===== src/rtl/ibex_register_file_mp.sv =====
// rtl/ibex_register_file_mp.sv - multi-port flop register file with optional staged write, bypass and write-enable check
// Port 1 wins write collisions everywhere: array update, bypass and shadow R0.

module ibex_register_file_mp #(
    parameter bit                  RV32E             = 1'b0,
    parameter int unsigned         DataWidth         = 32,
    parameter int unsigned         NumReadPorts      = 2,
    parameter int unsigned         NumWritePorts     = 1,
    parameter bit                  WriteDelay        = 1'b1,
    parameter bit                  Bypass            = 1'b1,
    parameter bit                  DummyInstructions = 1'b0,
    parameter bit                  WrenCheck         = 1'b0,
    parameter logic [DataWidth-1:0] WordZeroVal      = '0
) (
    input  logic                              clk_i,
    input  logic                              rst_i,
    input  logic                              dummy_instr_id_i,
    input  logic [NumReadPorts*5-1:0]         raddr_i,
    output logic [NumReadPorts*DataWidth-1:0] rdata_o,
    input  logic [NumWritePorts*5-1:0]        waddr_i,
    input  logic [NumWritePorts*DataWidth-1:0] wdata_i,
    input  logic [NumWritePorts-1:0]          we_i,
    output logic                              err_o
);

    localparam int unsigned NumWords = RV32E ? 16 : 32;
    localparam int unsigned AddrW    = RV32E ? 4 : 5;

    typedef logic [AddrW-1:0]     addr_t;
    typedef logic [DataWidth-1:0] data_t;

    addr_t [NumWritePorts-1:0]                waddr;
    data_t [NumWritePorts-1:0]                wdata;
    logic  [NumWritePorts-1:0][NumWords-1:0]  wr_dec;

    always_comb begin
        waddr  = '0;
        wdata  = '0;
        wr_dec = '0;
        for (int w = 0; w < NumWritePorts; w++) begin
            waddr[w] = waddr_i[5*w +: AddrW];
            wdata[w] = wdata_i[DataWidth*w +: DataWidth];
            for (int i = 0; i < NumWords; i++) begin
                wr_dec[w][i] = we_i[w] && (waddr[w] == addr_t'(i));
            end
        end
    end

    // Commit source: either the live request or the one-cycle staged copy of it.
    addr_t [NumWritePorts-1:0]                cm_addr;
    data_t [NumWritePorts-1:0]                cm_data;
    logic  [NumWritePorts-1:0]                cm_we;
    logic                                     cm_dummy;
    logic  [NumWritePorts-1:0][NumWords-1:0]  cm_dec;

    if (WriteDelay) begin : g_stage
        addr_t [NumWritePorts-1:0] st_addr_q;
        data_t [NumWritePorts-1:0] st_data_q;
        logic  [NumWritePorts-1:0] st_we_q;
        logic                      st_dummy_q;

        always_ff @(posedge clk_i or posedge rst_i) begin
            if (rst_i) begin
                st_addr_q  <= '0;
                st_data_q  <= '0;
                st_we_q    <= '0;
                st_dummy_q <= 1'b0;
            end else begin
                st_we_q <= we_i;
                if (|we_i) begin
                    st_addr_q  <= waddr;
                    st_data_q  <= wdata;
                    st_dummy_q <= dummy_instr_id_i;
                end
            end
        end

        assign cm_addr  = st_addr_q;
        assign cm_data  = st_data_q;
        assign cm_we    = st_we_q;
        assign cm_dummy = st_dummy_q;

        always_comb begin
            cm_dec = '0;
            for (int w = 0; w < NumWritePorts; w++) begin
                for (int i = 0; i < NumWords; i++) begin
                    cm_dec[w][i] = st_we_q[w] && (st_addr_q[w] == addr_t'(i));
                end
            end
        end
    end else begin : g_no_stage
        assign cm_addr  = waddr;
        assign cm_data  = wdata;
        assign cm_we    = we_i;
        assign cm_dummy = dummy_instr_id_i;
        assign cm_dec   = wr_dec;
    end

    data_t rf_q [NumWords];

    always_ff @(posedge clk_i or posedge rst_i) begin
        if (rst_i) begin
            for (int i = 0; i < NumWords; i++) begin
                rf_q[i] <= WordZeroVal;
            end
        end else begin
            for (int i = 1; i < NumWords; i++) begin
                for (int w = 0; w < NumWritePorts; w++) begin
                    if (cm_dec[w][i]) begin
                        rf_q[i] <= cm_data[w];
                    end
                end
            end
        end
    end

    data_t r0_rd;

    if (DummyInstructions) begin : g_dummy_r0
        data_t r0_q;

        always_ff @(posedge clk_i or posedge rst_i) begin
            if (rst_i) begin
                r0_q <= WordZeroVal;
            end else begin
                for (int w = 0; w < NumWritePorts; w++) begin
                    if (cm_dec[w][0] && cm_dummy) begin
                        r0_q <= cm_data[w];
                    end
                end
            end
        end

        assign r0_rd = dummy_instr_id_i ? r0_q : WordZeroVal;
    end else begin : g_no_dummy_r0
        assign r0_rd = WordZeroVal;
    end

    addr_t [NumReadPorts-1:0] raddr;
    data_t [NumReadPorts-1:0] rdata;

    always_comb begin
        raddr   = '0;
        rdata   = '0;
        rdata_o = '0;
        for (int p = 0; p < NumReadPorts; p++) begin
            raddr[p] = raddr_i[5*p +: AddrW];
            rdata[p] = (raddr[p] == '0) ? r0_rd : rf_q[raddr[p]];
            if (Bypass) begin
                // Address 0 forwards only a dummy write seen while ID still holds a dummy.
                for (int w = 0; w < NumWritePorts; w++) begin
                    if (cm_we[w] && (cm_addr[w] == raddr[p]) &&
                        ((raddr[p] != '0) ||
                         (DummyInstructions && dummy_instr_id_i && cm_dummy))) begin
                        rdata[p] = cm_data[w];
                    end
                end
            end
            rdata_o[DataWidth*p +: DataWidth] = rdata[p];
        end
    end

    if (WrenCheck) begin : g_wren_check
        logic err_d;
        logic err_q;

        always_comb begin
            err_d = err_q;
            for (int w = 0; w < NumWritePorts; w++) begin
                if (wr_dec[w] != (NumWords'(we_i[w]) << waddr[w])) begin
                    err_d = 1'b1;
                end
                if (we_i[w] && !$onehot(wr_dec[w])) begin
                    err_d = 1'b1;
                end
                if (!we_i[w] && (|wr_dec[w])) begin
                    err_d = 1'b1;
                end
            end
        end

        always_ff @(posedge clk_i or posedge rst_i) begin
            if (rst_i) begin
                err_q <= 1'b0;
            end else begin
                err_q <= err_d;
            end
        end

        assign err_o = err_q;
    end else begin : g_no_wren_check
        assign err_o = 1'b0;
    end

    logic unused_sink;
    assign unused_sink = ^{raddr_i, waddr_i, wr_dec, cm_dec};

endmodule

===== config.mk =====
export PLATFORM = sky130hd
export DESIGN_NAME = ibex_register_file_mp
export DESIGN_NICKNAME = d
export VERILOG_FILES = /design/src/rtl/ibex_register_file_mp.sv
export SDC_FILE = /design/constraint.sdc
export NUM_CORES = 2
export LEC_CHECK = 0
export BUFFER_PORTS_ARGS = -buffer_cell sky130_fd_sc_hd__clkbuf_2
export CELL_PAD_IN_SITES_DETAIL_PLACEMENT = 0
export CELL_PAD_IN_SITES_GLOBAL_PLACEMENT = 2
export CORE_ASPECT_RATIO = 0.6
export CORE_MARGIN = 3
export CORE_UTILIZATION = 25
export DETAILED_ROUTE_END_ITERATION = 10
export PLACE_DENSITY_LB_ADDON = 0.1
export SLEW_MARGIN = 20
export SYNTH_ARGS = -nofsm -noshare
export SYNTH_HDL_FRONTEND = slang
export SYNTH_SLANG_ARGS = --single-unit

===== constraint.sdc =====
create_clock -name clk_i -period 31.8 [get_ports clk_i]
set_clock_uncertainty 0.2 [all_clocks]
set_input_delay 4.77 -clock clk_i [delete_from_list [all_inputs] [get_ports clk_i]]
set_output_delay 4.77 -clock clk_i [all_outputs]
set_load 0.1 [all_outputs]

==> results.tsv <==
stage	metric	value	unit
outcome	status	complete, no violations	
drt	Final ANT Viol Nets	0	
setup_path	critical path peak fanout	95	
global_route	vias in the first global route	37400	
logic_synthesis	Synth Flop Type	dfrtp_1	
timing	final setup vio count	0	
logic_synthesis	Ys Warns	32	
floorplanning	total die area	229000	sq um
setup_path	slowest stage delay, CP	0.80	ns
timing	final worst-path cycle share	0.451	
setup_path	Crit. End Element	output pin	
timing	minimum clock period	14.34	ns
place	DPL Wire Length	140000	microns
clock_tree	CTS H-tree depth	3	
job	reported max-cap violation count	0	
timing	Rel. slew slack	0.275	
clock_tree	setup bufs post-CTS	0	
place	Cell Area, Placed	59400	sq um
setup_path	buffer and inverter count on the worst path	5	
drt	iteration count of the initial detailed-routing pass	7	
clock_tree	CTS tree	done	
clock_tree	CTS max path bufs	3	
cells_and_area	Final Non-Filler Cells	6961	
setup_path	critical path arrival	9.37	ns
floorplanning	# rows	133	
floorplanning	starting density of the core	0.253	
floorplanning	# IOs	116	
clock_tree	Post-CTS Resized	0	
timing	RSZ-0062 raised after global routing	no	
setup_path	Most Frequent Cell on Critical Path	buf_4	
power_and_ir_drop	Leak	27.3	nW
logic_synthesis	Mapped Avg Cell Area	14.1	sq um
power_and_ir_drop	Overall Power	4.85	mW
logic_synthesis	top-area cell type share of the netlist area	0.463	
logic_synthesis	Mapped Area	55700	sq um
timing	actual slew at the worst max-slew pin	1.09	ns
global_route	antenna violations before repair	17	
power_and_ir_drop	PD cells	76.3	nW/um^2
global_route	GRT Residual Overflow	0	
clock_tree	# clock sinks	1030	
cells_and_area	Layout Nets	3941	
logic_synthesis	sequential fraction of the synthesis area	0.463	
global_route	pin count of the biggest net entering global routing	96	
place	placed insts	6740	
setup_path	Slowest cell on crit path	buf_4	
drt	DRC	0	
logic_synthesis	Post-synth EDFFs	0	
logic_synthesis	number of synthesized register bits	1030	
timing	final hold vios	0	
logic_synthesis	top cells by area, synth	dfrtp_1 46%, mux2_2 24%, mux4_2 13%	
setup_path	CP Data Required Time	26.83	ns
timing	setup TNS	0	ns
logic_synthesis	post-synthesis instance total	3942	
drt	Iteration-0 DRC Markers	2641	
logic_synthesis	Cell variety after synth	52	
setup_path	CP startpoint kind	primary input	
setup_path	Top Family by Delay on Critical Path	buffers and inverters	
logic_synthesis	ys async rst share	1.00	
clock_tree	hold_buf cts	0	
cells_and_area	commonest non-fill, non-tap cell in the layout	mux2_2	
drt	final wirelength	238000	microns
place	GPL Wtd Cong	0.725	
drt	vias per cell	5.24	
hold_path	min-delay worst type	reg -> reg	
floorplanning	Die Span Y	372	microns
timing	max frequency	0.0697	GHz
setup_path	FF-to-FF setup slack	28.25	ns
cells_and_area	Area Growth Syn to Fin	14.3	%
cells_and_area	commonest non-fill, non-tap cells in the layout	1187 x mux2_2, 1028 x dfrtp_1, 316 x mux4_2	
floorplanning	core footprint	220000	sq um
drt	DR vias	36400	
place	Buffers on Ports	113	
logic_synthesis	Syn Nets	3993	
timing	final max-slew violation count	0	
drt	wire per inst	34.2	microns
global_route	first-pass GRT wire length	332000	microns
clock_tree	worst skew pair latency	0.75	ns
cells_and_area	layout cells sized above 1	0.506	
global_route	GRT Util Overall	0.206	
power_and_ir_drop	Max VDD drop	0.0447	mV
setup_path	crit path cell chain	buf_8, buf_4, buf_12, buf_4, mux4_2, a22o_1, a211o_1, a32o_1, clkbuf_2	
clock_tree	CTS Buf Count	118	
clock_tree	clock transition at the registers of the reported paths	0.06	ns
floorplanning	die width	615	microns
cells_and_area	design area	63600	sq um
logic_synthesis	area leader, netlist	dfrtp_1	
setup_path	Worst Setup Path Type	in -> out	
clock_tree	clock root cell	clkbuf_16	
metal layers:
layer | part of all wire | up-vias | track usage
met2 | 0.41 | 730 | 0.295
li1 | - | 15100 | -
met1 | 0.53 | 20400 | 0.328
met4 | 0.020 | 2 | 0.0426
met3 | 0.038 | 216 | 0.0243
met5 | 0.000055 | - | 0
metrics by stage:
| stage | setup WS [ns] | hold WS (ns) | utilization |
|---|---|---|---|
| floorplan | 12.63 | 0.275 | - |
| global placement | 17.23 | 0.300 | 0.270 |
| detailed placement | 17.28 | 0.302 | 0.270 |
| CTS | 17.26 | 0.318 | 0.289 |
| global route | 17.14 | 0.335 | 0.289 |
| finish | 17.46 | 0.311 | 0.289 |
final cells by class:
| class | instances | area [sq um] |
|---|---|---|
| clock buffer | 175 | 3500 |
| multi-input combinational | 2474 | 28200 |
| antenna | 3 | 7.51 |
| inverter | 6 | 26.3 |
| sequential | 1030 | 25800 |
| tap | 2970 | 3720 |
| clock inverter | 43 | 662 |
| fill | 22200 | 157000 |
| timing repair buffer | 260 | 1760 |
cell usage after synthesis, drive strengths merged (8+ instances only):
master / count
nand2: 113
a32o: 32
a21oi: 61
o2bb2ai: 32
nor2b: 30
a221oi: 48
nor2: 24
o221ai: 64
a211o: 32
nand2b: 9
dfrtp: 1030
nor3: 40
a221o: 16
nand3: 35
buf: 257
mux2: 1215
mux4: 316
a22oi: 80
or3: 8
nand4: 33
mux2i: 230
a22o: 16
clkbuf: 175
flip-flops by register name (all words and copies together) (netlist names):
register  cells
cm_addr       5
cm_data      32
cm_we         1
rf_q        992
power breakdown:
| part | internal (mW) | switching [mW] | total [mW] |
|---|---|---|---|
| logic | 0.685 | 0.628 | 1.31 |
| registers | 1.72 | 0.318 | 2.04 |
| clock network | 0.888 | 0.617 | 1.50 |
worst paths after layout:
| path | startpoint | endpoint | depth (start not counted) |
|---|---|---|---|
| setup / recovery | raddr_i[5] | rdata_o[38] | 9 |
| hold / removal | cm_data[26] | cm_data[26] | 1 |
| setup reg to reg | cm_addr[1] | rf_q[171] | 5 |
| hold reg to reg | cm_data[26] | cm_data[26] | 1 |
| max in group asynchronous | rst_i | rf_q[635] | 8 |
| min in group asynchronous | rst_i | rf_q[234] | 2 |
cell families (layout without fill, tap and decap cells):
kind of cell              Yosys count  after routing  synth area share
AOI/OAI and AO/OA                 398            398            0.0574
xor gates and xnor gates            7              7           0.00110
buffers and inverters             438            484            0.0364
DFF                              1030           1030             0.463
muxes                            1761           1761             0.415
other                               1              4         0.0000674
and+or+nand+nor                   307            307            0.0271
No activity file was read; power rests on OpenSTA's default activity.
